==> src/rtl/aibio_pi_pkg.sv <==
// aibio_pi_pkg: shared widths, slew FSM states and code decode for the PI slew/decode block.
package aibio_pi_pkg;
  localparam int PI_STG2_W = 2;
  localparam int PI_STG1_W = 3;
  localparam int PI_MIX_W = 3;
  localparam int PI_CODE_W = PI_STG2_W + PI_STG1_W + PI_MIX_W;
  localparam int PI_STG1_N = 2**PI_STG1_W;
  localparam int PI_MIX_N = 2**PI_MIX_W;
  typedef enum logic {IDLE, SLEW} pi_state_e;
  typedef struct packed {
    logic [PI_STG2_W-1:0] stg2;
    logic [PI_STG1_N-1:0] stg1;
    logic [PI_MIX_N-1:0]  mix;
  } pi_dec_t;
  // stage-2 binary, stage-1 one-hot, mixer thermometer (bit i set when i < m)
  function automatic pi_dec_t pi_decode(input logic [PI_CODE_W-1:0] k);
    pi_dec_t d;
    d.stg2 = k[PI_CODE_W-1 -: PI_STG2_W];
    d.stg1 = PI_STG1_N'(1) << k[PI_MIX_W +: PI_STG1_W];
    d.mix = ~(PI_MIX_N'({PI_MIX_N{1'b1}}) << k[PI_MIX_W-1:0]);
    return d;
  endfunction
endpackage

==> src/rtl/aibio_pi_slew_chan.sv <==
// aibio_pi_slew_chan: one PI channel -- slew FSM, step divider, code register and registered decode.
// Slewing is enabled by AIBIO_PI_SLEW_EN; without it an accepted update loads the code directly.
module aibio_pi_slew_chan
  import aibio_pi_pkg::*;
#(
  parameter int STEP_DIV = 4,
  parameter int STG2_W = PI_STG2_W,
  parameter int STG1_W = PI_STG1_W,
  parameter int MIX_W = PI_MIX_W,
  localparam int CODE_W = STG2_W + STG1_W + MIX_W,
  localparam int STG1_N = 2**STG1_W,
  localparam int MIX_N = 2**MIX_W
) (
  input  logic              i_clk_sync,
  input  logic              i_reset_n,
  input  logic              i_clk_en,
  input  logic [CODE_W-1:0] i_picode,
  input  logic              i_update,
  output logic [STG1_N-1:0] o_stg1,
  output logic [STG2_W-1:0] o_stg2,
  output logic [MIX_N-1:0]  o_mix,
  output logic [CODE_W-1:0] o_code_cur,
  output logic              o_busy,
  output logic              o_done
);
`ifdef AIBIO_PI_SLEW_EN
  localparam bit SLEW_ON = 1'b1;
`else
  localparam bit SLEW_ON = 1'b0;
`endif
  localparam int DW = $clog2(STEP_DIV + 1);
  localparam logic [DW-1:0] DIV_LAST = DW'(STEP_DIV - 1);
  localparam logic [CODE_W-1:0] HALF = CODE_W'(1) << (CODE_W - 1);
  pi_state_e r_state, w_state_nxt;
  logic [CODE_W-1:0] r_code, r_tgt, w_tgt_nxt, w_code_nxt, w_code_step, w_dist;
  logic [DW-1:0] r_div, w_div_nxt;
  logic r_done, w_done_nxt, w_acc, w_step;
  logic [STG1_N-1:0] r_stg1, w_stg1;
  logic [STG2_W-1:0] r_stg2, w_stg2;
  logic [MIX_N-1:0] r_mix, w_mix;
  // shortest modulo path; the exact half-way distance resolves upward
  always_comb begin
    w_acc = i_clk_en & i_update;
    w_step = (r_state == SLEW) && (r_div == DIV_LAST);
    w_dist = r_tgt - r_code;
    w_code_step = w_step ? ((w_dist <= HALF) ? r_code + CODE_W'(1) : r_code - CODE_W'(1)) : r_code;
    w_tgt_nxt = w_acc ? i_picode : r_tgt;
    w_code_nxt = SLEW_ON ? w_code_step : (w_acc ? i_picode : r_code);
    w_state_nxt = (SLEW_ON && w_tgt_nxt != w_code_nxt) ? SLEW : IDLE;
    w_div_nxt = (r_state == SLEW && !w_step) ? r_div + DW'(1) : '0;
    w_done_nxt = !SLEW_ON ? w_acc :
                 (r_state == IDLE) ? (w_acc && i_picode == r_code) :
                 (!w_acc && w_step && w_code_step == r_tgt);
  end
  if (STG2_W == PI_STG2_W && STG1_W == PI_STG1_W && MIX_W == PI_MIX_W) begin : g_pkg
    pi_dec_t w_dec;
    assign w_dec = pi_decode(r_code);
    assign {w_stg2, w_stg1, w_mix} = w_dec;
  end else begin : g_gen
    assign w_stg2 = r_code[CODE_W-1 -: STG2_W];
    assign w_stg1 = STG1_N'(1) << r_code[MIX_W +: STG1_W];
    assign w_mix = ~(MIX_N'({MIX_N{1'b1}}) << r_code[MIX_W-1:0]);
  end
  // a disabled cycle freezes everything except the done pulse, which drops
  always_ff @(posedge i_clk_sync) begin
    if (!i_reset_n) begin
      r_state <= IDLE;
      r_code <= '0;
      r_tgt <= '0;
      r_div <= '0;
      r_done <= 1'b0;
      r_stg1 <= STG1_N'(1);
      r_stg2 <= '0;
      r_mix <= '0;
    end else if (i_clk_en) begin
      r_state <= w_state_nxt;
      r_code <= w_code_nxt;
      r_tgt <= w_tgt_nxt;
      r_div <= w_div_nxt;
      r_done <= w_done_nxt;
      r_stg1 <= w_stg1;
      r_stg2 <= w_stg2;
      r_mix <= w_mix;
    end else begin
      r_done <= 1'b0;
    end
  end
  assign o_stg1 = r_stg1;
  assign o_stg2 = r_stg2;
  assign o_mix = r_mix;
  assign o_code_cur = r_code;
  assign o_busy = (r_state == SLEW);
  assign o_done = r_done;
endmodule

==> src/rtl/aibio_pi_slew_decode_sync.sv <==
// aibio_pi_slew_decode_sync: NCH independent phase-interpolator code slewers with registered decode.
// Define AIBIO_PI_SLEW_EN to slew one LSB per STEP_DIV cycles; otherwise updates load directly.
module aibio_pi_slew_decode_sync
  import aibio_pi_pkg::*;
#(
  parameter int NCH = 1,
  parameter int STEP_DIV = 4,
  parameter int STG2_W = PI_STG2_W,
  parameter int STG1_W = PI_STG1_W,
  parameter int MIX_W = PI_MIX_W,
  localparam int CODE_W = STG2_W + STG1_W + MIX_W,
  localparam int STG1_N = 2**STG1_W,
  localparam int MIX_N = 2**MIX_W
) (
  input  logic                  i_clk_sync,
  input  logic                  i_reset_n,
  input  logic                  vddcq,
  input  logic                  vss,
  input  logic                  i_clk_en,
  input  logic [NCH*CODE_W-1:0] i_picode,
  input  logic [NCH-1:0]        i_update,
  output logic [NCH*STG1_N-1:0] o_clkphsel_stg1_synced,
  output logic [NCH*STG2_W-1:0] o_clkphsel_stg2_synced,
  output logic [NCH*MIX_N-1:0]  o_pimixer_synced,
  output logic [NCH*CODE_W-1:0] o_code_cur,
  output logic [NCH-1:0]        o_busy,
  output logic [NCH-1:0]        o_done
);
  logic w_unused_supply;
  assign w_unused_supply = vddcq ^ vss;
  for (genvar c = 0; c < NCH; c++) begin : g_ch
    aibio_pi_slew_chan #(
      .STEP_DIV(STEP_DIV),
      .STG2_W(STG2_W),
      .STG1_W(STG1_W),
      .MIX_W(MIX_W)
    ) u_chan (
      .i_clk_sync(i_clk_sync),
      .i_reset_n(i_reset_n),
      .i_clk_en(i_clk_en),
      .i_picode(i_picode[c*CODE_W +: CODE_W]),
      .i_update(i_update[c]),
      .o_stg1(o_clkphsel_stg1_synced[c*STG1_N +: STG1_N]),
      .o_stg2(o_clkphsel_stg2_synced[c*STG2_W +: STG2_W]),
      .o_mix(o_pimixer_synced[c*MIX_N +: MIX_N]),
      .o_code_cur(o_code_cur[c*CODE_W +: CODE_W]),
      .o_busy(o_busy[c]),
      .o_done(o_done[c])
    );
  end
endmodule

==> config.mk <==
export PLATFORM = sky130hd
export DESIGN_NAME = aibio_pi_slew_decode_sync
export DESIGN_NICKNAME = d
export VERILOG_FILES = /design/src/rtl/aibio_pi_pkg.sv /design/src/rtl/aibio_pi_slew_chan.sv /design/src/rtl/aibio_pi_slew_decode_sync.sv
export SDC_FILE = /design/constraint.sdc
export NUM_CORES = 1
export LEC_CHECK = 0
export CAP_MARGIN = 20
export CORE_ASPECT_RATIO = 0.75
export CORE_MARGIN = 2
export CORE_UTILIZATION = 45
export CTS_CLUSTER_SIZE = 30
export DETAILED_ROUTE_END_ITERATION = 12
export HOLD_SLACK_MARGIN = 0.15
export PLACE_DENSITY_LB_ADDON = 0.15
export SYNTH_ARGS = -nofsm -noshare
export SYNTH_HDL_FRONTEND = slang
export SYNTH_HIERARCHICAL = 1
export SYNTH_SLANG_ARGS = --single-unit
==> constraint.sdc <==
create_clock -name i_clk_sync -period 1.44 [get_ports i_clk_sync]
set_input_delay 0.432 -clock i_clk_sync [delete_from_list [all_inputs] [get_ports i_clk_sync]]
set_output_delay 0.432 -clock i_clk_sync [all_outputs]
set_load 0.02 [all_outputs]
==> results_tabular.tex <==
\begin{tabular}{lr}
\hline
Metric & Value \\
\hline
\multicolumn{2}{l}{\textbf{Placement}} \\
\quad Standard cell area after detailed placement & 1570 µm² \\
\quad Input/output buffers & 37 \\
\quad Post-Place Worst Slack & -190.9 ps \\
\quad Final estimated routing congestion in global placement & 0.7183 \\
\quad Half-perimeter wire length after placement & 1.736 mm \\
\multicolumn{2}{l}{\textbf{Detailed routing}} \\
\quad Avg WL per Cell & 12.50 µm \\
\quad Met2 wire len & 1.196 mm \\
\quad Met1 wire length & 1.043 mm \\
\quad Detailed-routed wire length on met3 & 108 µm \\
\quad Post-detailed-route via-to-cell ratio & 5.042 \\
\quad Drt total wl & 2.363 mm \\
\quad Top layer reached by signal wires & met4 \\
\quad Residual DRC count & 0 \\
\quad Antenna violation net count after detailed routing & 0 \\
\quad DR pass1 iterations & 4 \\
\quad Number of DRC markers after the initial detailed-route iteration & 32 \\
\quad Via Count & 953 \\
\multicolumn{2}{l}{\textbf{Floorplanning}} \\
\quad I/O pin cnt & 42 \\
\quad Row cnt & 15 \\
\quad X dimension of the die & 61.64 µm \\
\quad Floorplan die height & 47.23 µm \\
\quad Starting density of the core & 48.17\% \\
\quad Total core area & 2327 µm² \\
\quad Die Area & 2911 µm² \\
\multicolumn{2}{l}{\textbf{Global routing}} \\
\quad Number of antenna violations at the first check in global routing & 0 \\
\quad Total global-route track usage & 18.29\% \\
\quad Vias in the first global route & 870 \\
\quad Largest net degree at the start of global routing & 29 \\
\quad Total congestion overflow after global routing & 0 \\
\quad Wire length of the first global-routing pass & 3.898 mm \\
\multicolumn{2}{l}{\textbf{Layout}} \\
\quad Number of diodes & 0 \\
\quad Area of all placed cells without fillers & 1503 µm² \\
\quad Count of nets after finishing & 171 \\
\quad Layout-stage area growth over the synthesis result & 34.04\% \\
\quad Fraction of final layout cells sized beyond drive strength 1 & 30.97\% \\
\multicolumn{2}{l}{\textbf{Setup path}} \\
\quad Bufs and invs on worst path & 1 \\
\quad Critical Path Max Stage Delay & 360 ps \\
\quad Startpoint kind of the worst setup timing path & register \\
\quad Worst path arrival time & 970 ps \\
\quad Kind of cell with the highest combined delay on the critical path & flip-flops \\
\quad Chain of cells forming the critical path & clkdlybuf4s15\_1 \\
\quad Slowest stage cell, crit path & sky130\_fd\_sc\_hd\_\_dfxtp\_1 \\
\quad Critical path fanouts, max & 2 \\
\quad Worst Path Required & 1010 ps \\
\quad Worst Setup Path Type & reg -> out \\
\quad Category of the worst setup path capture point & primary output \\
\multicolumn{2}{l}{\textbf{Synth}} \\
\quad Largest area contributor in the synthesized netlist & sky130\_fd\_sc\_hd\_\_dfxtp\_1 \\
\quad Syn avg cell area & 9.834 µm² \\
\quad Post-synthesis sequential area ratio & 46.43\% \\
\quad Post-synthesis instance total & 114 \\
\quad Area share of the largest cell type after synthesis & 46.43\% \\
\quad Synthesized flop and latch total & 26 \\
\quad Largest cells by area after synthesis & sky130\_fd\_sc\_hd\_\_dfxtp\_1 46\%, sky130\_fd\_sc\_hd\_\_a21oi\_1 7.6\%, sky130\_fd\_sc\_hd\_\_nand2b\_1 5.6\% \\
\quad Number of different library cells in the post-synthesis netlist & 25 \\
\quad Warning count from the yosys run & 6 \\
\quad Area of the mapped netlist & 1121 µm² \\
\multicolumn{2}{l}{\textbf{CTS}} \\
\quad Max H-tree Level & 1 \\
\quad Clock Pin Slew Worst Setup and Hold Paths & 130 ps \\
\quad Post CTS Setup Buffer Count & 0 \\
\quad Worst-Skew Late Latency & 310 ps \\
\quad TritonCTS clock tree & built \\
\quad Clock root buffer & sky130\_fd\_sc\_hd\_\_clkbuf\_4 \\
\quad Maximum count of clock buffers along a single path & 2 \\
\quad Number of sinks driven by the clock tree & 26 \\
\quad Number of clock buffers inserted by TritonCTS & 3 \\
\quad Count of hold buffers inserted by post-cts repair & 0 \\
\multicolumn{2}{l}{\textbf{Status}} \\
\quad Run status & completed \\
\multicolumn{2}{l}{\textbf{STA}} \\
\quad Max Slew Vio Count & 0 \\
\quad Timing-limited maximum frequency & 0.7126 GHz \\
\quad Portion of the clock cycle consumed by the worst path in the final layout & 97.45\% \\
\quad Post-route setup slack & 36.70 ps \\
\quad Clock period minus final worst setup slack & 1403 ps \\
\quad Post-Route Skew & 1.079 ps \\
\quad Finish-stage setup viols & 0 \\
\quad Unrepaired setup endpoints after global routing & false \\
\quad Final hold vios & 0 \\
\multicolumn{2}{l}{\textbf{Power}} \\
\quad Lkg Pwr & 0.6020 nW \\
\quad Power density of the placed cells & 854.3 nW/µm² \\
\quad Max VDD drop & 0.4856 mV \\
\multicolumn{2}{l}{\textbf{Flow run}} \\
\quad Count of max-cap constraint violations & 0 \\
\multicolumn{2}{l}{\textbf{Min path}} \\
\quad HP Class & reg -> reg \\
\hline
\end{tabular}
## layout by cell type (no fill, tap or decap), types with 2 or more instances in the layout
cell,synthesis,routed
sky130_fd_sc_hd__nor2_1,5,5
sky130_fd_sc_hd__dfxtp_1,26,25
sky130_fd_sc_hd__nand3_1,9,9
sky130_fd_sc_hd__nand4b_1,3,3
sky130_fd_sc_hd__a21oi_1,17,17
sky130_fd_sc_hd__clkbuf_4,0,3
sky130_fd_sc_hd__nand4_1,2,2
sky130_fd_sc_hd__a21bo_2,4,4
sky130_fd_sc_hd__nand4bb_1,3,3
sky130_fd_sc_hd__conb_1,1,2
sky130_fd_sc_hd__o21ai_0,2,2
sky130_fd_sc_hd__clkdlybuf4s15_2,0,3
sky130_fd_sc_hd__mux2i_1,3,3
sky130_fd_sc_hd__buf_4,5,10
sky130_fd_sc_hd__nor3_1,2,2
sky130_fd_sc_hd__nand2b_1,10,10
sky130_fd_sc_hd__a21bo_1,4,4
sky130_fd_sc_hd__buf_12,0,3
sky130_fd_sc_hd__clkdlybuf4s15_1,0,4
sky130_fd_sc_hd__clkbuf_2,1,19
sky130_fd_sc_hd__clkdlybuf4s50_1,0,11
sky130_fd_sc_hd__a21oi_2,4,4
## kinds of logic (layout without fill, tap and decap cells)
kind of cell	count (synthesis)	in the layout	synth area share [%]
and+or+nand+nor	36	36	19.76
DFF	26	26	46.43
buffers and inverters	14	54	9.486
muxes	3	3	2.679
AOI/OAI and AO/OA	34	34	21.32
other	1	2	0.3345
## synth_stat cells, drive strengths merged
| library cell | n |
|---|---|
| mux2i | 3 |
| inv | 1 |
| nand4bb | 3 |
| a211oi | 1 |
| nand4 | 2 |
| nand3 | 9 |
| o211ai | 1 |
| nand2b | 10 |
| nand4b | 3 |
| o21ai | 2 |
| nor2b | 1 |
| nor3 | 2 |
| buf | 12 |
| a21oi | 21 |
| and3 | 1 |
| a21bo | 8 |
| a211o | 1 |
| nor2 | 5 |
| conb | 1 |
| clkbuf | 1 |
| dfxtp | 26 |
## repair_timing
| action | CTS | global route |
|---|---|---|
| setup endpoints to repair | 26 | 23 |
| endpoints found under the hold margin | 0 | 0 |
| resized for setup | 47 | 28 |
## through the flow
stage               hold WS [ps]  std cells  TNS [ps]  utilization, %  power (mW)
global placement           456.3        186     -3000           67.47       1.017
global route               511.7        189         0           64.57       1.345
finish                     481.2        189         0           64.57       1.284
detailed placement         466.0        186     -3520           67.47       1.021
floorplan                  546.9        115         0               -      0.9130
CTS                        483.2        189         0           68.17       1.304
## per-layer routing
layer / GRT usage, % / vias to the layer above
met4: 4.681 / 0
li1: - / 478
met2: 31.37 / 21
met5: 0 / -
met3: 5.234 / 2
met1: 22.87 / 452
## flip-flops by register name (all words and copies together), names as in the netlist
name	cells
g_ch.u_chan/o_mix	7
g_ch.u_chan/o_code_cur	8
g_ch.u_chan/o_done	1
g_ch.u_chan/o_stg1	8
g_ch.u_chan/o_stg2	2
## final cells by class
| class | instances | area [µm²] |
|---|---|---|
| clock buffers | 3 | 22.52 |
| fillers | 209 | 824.5 |
| inverters | 1 | 3.754 |
| multi-input cells | 75 | 498.0 |
| flip-flops and latches | 26 | 521.8 |
| well taps | 34 | 42.54 |
| repair buffers | 50 | 414.1 |
## final timing paths
path / startpoint / end / slack [ps] / depth (start not counted)
setup / recovery: g_ch[0].u_chan/o_stg1[0] / o_clkphsel_stg1_synced[0] / 40 / 1
hold / removal: g_ch[0].u_chan/o_stg1[7] / g_ch[0].u_chan/o_stg1[7] / 480 / 2
setup reg to reg: g_ch[0].u_chan/o_code_cur[4] / g_ch[0].u_chan/o_stg1[0] / 470 / 3
hold reg to reg: g_ch[0].u_chan/o_stg1[7] / g_ch[0].u_chan/o_stg1[7] / 480 / 2
## where the power goes
| group | leakage, nW | total, mW | switching (mW) | internal, mW |
|---|---|---|---|---|
| Sequential | 0.212 | 0.755 | 0.0122 | 0.743 |
| Clock | 0.0138 | 0.296 | 0.198 | 0.0978 |
| Combinational | 0.376 | 0.233 | 0.118 | 0.115 |
| Total | 0.602 | 1.28 | 0.328 | 0.955 |
Power figures use the tool's default switching activity.
